<file path="src/rtl/bias_add_stage.sv">
// Per-lane bias add with 18-bit saturation over a 2-stage valid/ready pipeline.
// Optional ReLU after saturation when BIAS_RELU_EN is defined.
module bias_add_stage #(
    parameter int unsigned N_adder_tree = 16,
    parameter int unsigned DATA_W       = 18,
    parameter int unsigned PIXELS       = 49
) (
    input  logic                           clk,
    input  logic                           rst_n,
    input  logic [N_adder_tree*DATA_W-1:0] bias,
    input  logic [N_adder_tree*DATA_W-1:0] in_data,
    input  logic                           in_valid,
    output logic                           in_ready,
    output logic [N_adder_tree*DATA_W-1:0] out_data,
    output logic                           out_valid,
    input  logic                           out_ready,
    output logic                           out_last,
    output logic                           sat_flag,
    input  logic                           sat_clr
);

    localparam int unsigned CntW = (PIXELS > 1) ? $clog2(PIXELS) : 1;
    localparam logic [CntW-1:0] LastCnt = CntW'(PIXELS - 1);

    logic                                  s1_valid_q;
    logic [N_adder_tree-1:0][DATA_W:0]     s1_sum_q, s1_sum_d;
    logic                                  s2_valid_q;
    logic [N_adder_tree-1:0][DATA_W-1:0]   s2_data_q, s2_data_d;
    logic [CntW-1:0]                       pix_cnt_q, pix_cnt_d;
    logic                                  sat_flag_q, sat_flag_d;

    logic                                  s2_load, s1_load, out_fire, sat_event;
    logic [N_adder_tree-1:0]               hi_clip, lo_clip;

    assign s2_load  = ~s2_valid_q | out_ready;
    assign s1_load  = ~s1_valid_q | s2_load;
    assign in_ready = s1_load;
    assign out_fire = s2_valid_q & out_ready;

    // Sign-extend both operands by one bit so the sum cannot wrap.
    always_comb begin
        s1_sum_d = s1_sum_q;
        for (int unsigned i = 0; i < N_adder_tree; i++) begin
            s1_sum_d[i] = {in_data[i*DATA_W + DATA_W - 1], in_data[i*DATA_W +: DATA_W]}
                        + {bias[i*DATA_W + DATA_W - 1], bias[i*DATA_W +: DATA_W]};
        end
    end

    // Clipping shows up as the two top bits of the widened sum disagreeing.
    always_comb begin
        s2_data_d = s2_data_q;
        hi_clip   = '0;
        lo_clip   = '0;
        for (int unsigned i = 0; i < N_adder_tree; i++) begin
            hi_clip[i]   = ~s1_sum_q[i][DATA_W] & s1_sum_q[i][DATA_W-1];
            lo_clip[i]   = s1_sum_q[i][DATA_W] & ~s1_sum_q[i][DATA_W-1];
            s2_data_d[i] = s1_sum_q[i][DATA_W-1:0];
            if (hi_clip[i]) begin
                s2_data_d[i] = {1'b0, {(DATA_W-1){1'b1}}};
            end else if (lo_clip[i]) begin
                s2_data_d[i] = {1'b1, {(DATA_W-1){1'b0}}};
            end
`ifdef BIAS_RELU_EN
            if (s2_data_d[i][DATA_W-1]) begin
                s2_data_d[i] = '0;
            end
`else
`endif
        end
    end

    assign sat_event = s2_load & s1_valid_q & (|(hi_clip | lo_clip));

    always_comb begin
        sat_flag_d = sat_flag_q;
        if (sat_event) begin
            sat_flag_d = 1'b1;
        end else if (sat_clr) begin
            sat_flag_d = 1'b0;
        end
    end

    always_comb begin
        pix_cnt_d = pix_cnt_q;
        if (out_fire) begin
            pix_cnt_d = (pix_cnt_q == LastCnt) ? '0 : pix_cnt_q + CntW'(1);
        end
    end

    always_ff @(posedge clk or negedge rst_n) begin
        if (!rst_n) begin
            s1_valid_q <= 1'b0;
            s1_sum_q   <= '0;
            s2_valid_q <= 1'b0;
            s2_data_q  <= '0;
            pix_cnt_q  <= '0;
            sat_flag_q <= 1'b0;
        end else begin
            if (s1_load) begin
                s1_valid_q <= in_valid;
                s1_sum_q   <= s1_sum_d;
            end
            if (s2_load) begin
                s2_valid_q <= s1_valid_q;
                if (s1_valid_q) begin
                    s2_data_q <= s2_data_d;
                end
            end
            pix_cnt_q  <= pix_cnt_d;
            sat_flag_q <= sat_flag_d;
        end
    end

    assign out_data  = s2_data_q;
    assign out_valid = s2_valid_q;
    assign out_last  = s2_valid_q & (pix_cnt_q == LastCnt);
    assign sat_flag  = sat_flag_q;

endmodule

</file>
<file path="config.mk">
export PLATFORM = sky130hd
export DESIGN_NAME = bias_add_stage
export DESIGN_NICKNAME = d
export VERILOG_FILES = /design/src/rtl/bias_add_stage.sv
export SDC_FILE = /design/constraint.sdc
export NUM_CORES = 2
export LEC_CHECK = 0
export BUFFER_PORTS_ARGS = -buffer_cell sky130_fd_sc_hd__buf_2
export CAP_MARGIN = 20
export CORE_AREA = 2 2 340 342
export CTS_CLUSTER_SIZE = 10
export DETAILED_ROUTE_END_ITERATION = 8
export DIE_AREA = 0 0 342 344
export GPL_ROUTABILITY_DRIVEN = 1
export GPL_TIMING_DRIVEN = 0
export PLACE_DENSITY = 0.55
export SYNTH_ARGS = -nofsm -noshare
export SYNTH_HDL_FRONTEND = slang
export SYNTH_SLANG_ARGS = --single-unit
</file>
<file path="constraint.sdc">
create_clock -name clk -period 3.02 [get_ports clk]
set_clock_uncertainty 0.15 [all_clocks]
set_input_delay 0.453 -clock clk [delete_from_list [all_inputs] [get_ports clk]]
set_output_delay 0.453 -clock clk [all_outputs]
set_load 0.01 [all_outputs]
</file>
==> results_dict.tcl <==
set metrics [dict create \
    status "completed" \
    async_flop_share_pct 100 \
    die_height_um 344 \
    design_power_total_mw 30.6 \
    cts_htree_levels 3 \
    max-slew-margin-rel_pct 31.6 \
    hpwl_um 128000 \
    grt-ovfl-total 0 \
    r2r-start "out_valid" \
    setup-violations-final 0 \
    tightestPinTransition_ps 1030 \
    startpoint "in_data[126]" \
    clk_latency_ps 640 \
    grt_start_max_net_pins 116 \
    die_w_um 342 \
    peakVddDrop_mv 0.424 \
    crit_path_end "s1_sum_q[149]" \
    critPathMaxFanout 4 \
    initial_core_util_pct 32.1 \
    hold_class "primary input to register" \
    synth_top_area_share_pct 41.1 \
    via_per_inst 5.26 \
    power_leakage_nw 21.7 \
    cap_violations 0 \
    crit_path_end_kind "register" \
    cts_buffers 76 \
    required_ps 3410 \
    cts_tree "yes" \
    gp_congestion 0.959 \
    syn_inst 4173 \
    syn2layout_area_growth_pct 25.7 \
    drtIter0Drc 2489 \
    layout-drive-gt1-share_pct 20.4 \
    nNetsFinal 6103 \
    io_buffers 872 \
    synth_edf_count 0 \
    yosys.area_share.simple_pct 13.3 \
    pre_cts_ws_ps -1840 \
    final-max-slew-violation-count 0 \
    fmax_mhz 337 \
    slowest_stage "dlygate4sd3_1" \
    worstPathArrival_ps 3350 \
    fin_util_pct 40.4 \
    vias 35400 \
    crit_type "primary input to register" \
    ys_types 78 \
    yosysTopAreaCell "dfrtp_1" \
    yosys_register_bits 601 \
    yosysSeqAreaShare_pct 41.1 \
    start_kind "primary input" \
    ys_top_cells_by_area "dfrtp_1 (41%), ha_1 (12%), a21oi_1 (8.2%)" \
    clk_pin_slew_ps 50 \
    cts_root_buffer "clkbuf_16" \
    ctsLongestPathBuffers 3 \
    synth-compound-area-share_pct 24.1 \
    drcViolationCount 0 \
    yosysMostFrequentCell "a21oi_1" \
    fp-row-count 124 \
    yosys.area_share.xor_xnor_pct 5.17 \
    setup_ws_ps 53.9 \
    firstDrtPassIters 5 \
    critical_path_depth 12 \
    pin_count 873 \
    rsz0062_at_grt "false" \
    timing.reg2reg.setup_slack_ps 180 \
    grt_pass1_wl_um 230000 \
    synth_top_family_by_area "compound AO/OA/AOI/OAI gates" \
    ant_nets 0 \
    grt_usage_pct 26.4 \
    syn_nets 5108 \
    core_area_um2 114000 \
    min_period_over_period_pct 98.2 \
    wl_per_cell_um 23.9 \
    synthMuxAreaShare_pct 0.140 \
    antenna_found_initial 36 \
    rr_worst_depth 7 \
    cp_slowest_stage_delay_ps 530 \
    synth_ff_type "dfrtp_1" \
    rr_endpoint "s1_sum_q[104]" \
    critPathTopFamily "compound AO/OA/AOI/OAI gates" \
    routed_wl_um 161000 \
    cts_num_sinks 601 \
    synthAdderAreaFrac_pct 12.4 \
    synth_warnings 0 \
    die_area_um2 118000 \
    cp_cell_sequence "dlygate4sd3_1 -> buf_2 -> ha_1 -> inv_1 -> fa_1 -> nor2b_1 -> o31a_1 -> or4_4 -> a31oi_4 -> o21ai_2 -> a41o_1 -> o31ai_1" \
    cp_num_buf_inv 3 \
    grt_pass1_vias 34800 \
    finalHoldViolations 0 \
    fillCellCount 11900 \
    fin_crit_ps 2970 \
    avgSynthCellArea_um2 8.77 \
    power_density_nw_per_um2 667 \
    netlist_area_um2 36600 \
    ys_top_cells_by_count "a21oi_1 (602), dfrtp_1 (601), nand2_1 (577)" \
]
## power breakdown
part           switching [mW]  total [mW]  internal [mW]
Sequential               1.39        11.6           10.2
Combinational            6.48        10.3           3.82
Clock                    3.64        8.75           5.11
Total                    11.5        30.6           19.1
## stage by stage
stage | hold WS [ps] | setup TNS, ps | instance area (um2) | cells
2_1_floorplan | 7.41 | 0 | 36600 | 4173
3_3_place_gp | 301 | -7793310 | 42800 | 6557
3_5_place_dp | 306 | -420930 | 43200 | 6576
4_1_cts | 1.84 | 0 | 45900 | 6713
5_1_grt | 26.0 | 0 | 46000 | 6718
6_report | 43.8 | 0 | 46000 | 6726
## layer usage
metal,vias up,part of all wire (%),GRT usage [%]
met5,-,0.13,0
met1,17200,40,32.2
li1,16700,-,-
met2,1154,49,45.6
met4,32,3.5,8.59
met3,275,7.1,6.57
## layout make-up
class | instances | area (um2) | area share, %
clock inverter | 14 | 159 | 0.346
buffer | 222 | 953 | 2.07
antenna | 10 | 25.0 | 0.0544
multi-input combinational | 3212 | 20200 | 44.0
timing repair buffer | 917 | 5000 | 10.9
sequential | 601 | 15000 | 32.7
clock buffer | 100 | 2140 | 4.66
tap | 1512 | 1890 | 4.11
inverter | 138 | 523 | 1.14
## logic make-up (layout without fill, tap and decap cells)
| family | after synthesis | in the layout |
|---|---|---|
| AOI/OAI and AO/OA | 1515 | 1515 |
| muxes | 5 | 5 |
| adders and majority gates | 354 | 354 |
| other | 0 | 10 |
| xor gates and xnor gates | 216 | 216 |
| and+or+nand+nor | 1122 | 1122 |
| buffers and inverters | 360 | 1391 |
| DFF | 601 | 601 |
## what timing repair did
item                                    in CTS  in global routing
pin swaps                                    1                  1
endpoints found under the setup margin     485                 47
setup buffers                                1                  3
endpoints found under the hold margin      108                  0
cloned                                       0                  0
gates resized for setup                     36                 13
hold buffers                                22                  0
## flip-flops by register name (all words and copies together) (netlist names)
name        flops
s1_sum_q      304
out_data      288
pix_cnt_q       6
out_valid       1
s1_valid_q      1
sat_flag        1
## how the worst min path moves through the flow
stage | start | end | cells after the start
3_3_place_gp | s1_sum_q[95] | s1_sum_q[95] | 2
2_1_floorplan | rst_n | out_data[0] | 0
3_5_place_dp | s1_sum_q[95] | s1_sum_q[95] | 2
6_report | in_data[72] | s1_sum_q[76] | 4
5_1_grt | in_data[108] | s1_sum_q[114] | 4
4_1_cts | in_data[54] | s1_sum_q[57] | 4
## cell usage in the layout, fill, tap and decap left out, drive strengths merged, types with 7 or more instances in the layout
cell and instances:
o21ai 505, o2111ai 7, o31a 9, clkinv 23
o21bai 26, or3 8, xor2 112, o31ai 50
a21o 86, nand2b 35, a21boi 12, buf 910
nand4 30, nor2 268, and3 22, o21a 47
inv 125, o211ai 14, a221o 8, dfrtp 601
fa 16, xnor2 104, nor3 49, a21oi 603
clkbuf 306, a221oi 14, a2111oi 10, diode 10
a211oi 27, nor2b 33, and2 13, nand2 577
nand3 41, nor3b 12, ha 338, a41o 12
a31oi 41, dlygate4sd3 22
## tightest hold or removal path, cell delays in order
cell	delay, ps
buf_2	80
ha_1	150
nand2_1	60
nand2_1	60
No activity file was read; power rests on OpenSTA's default activity.
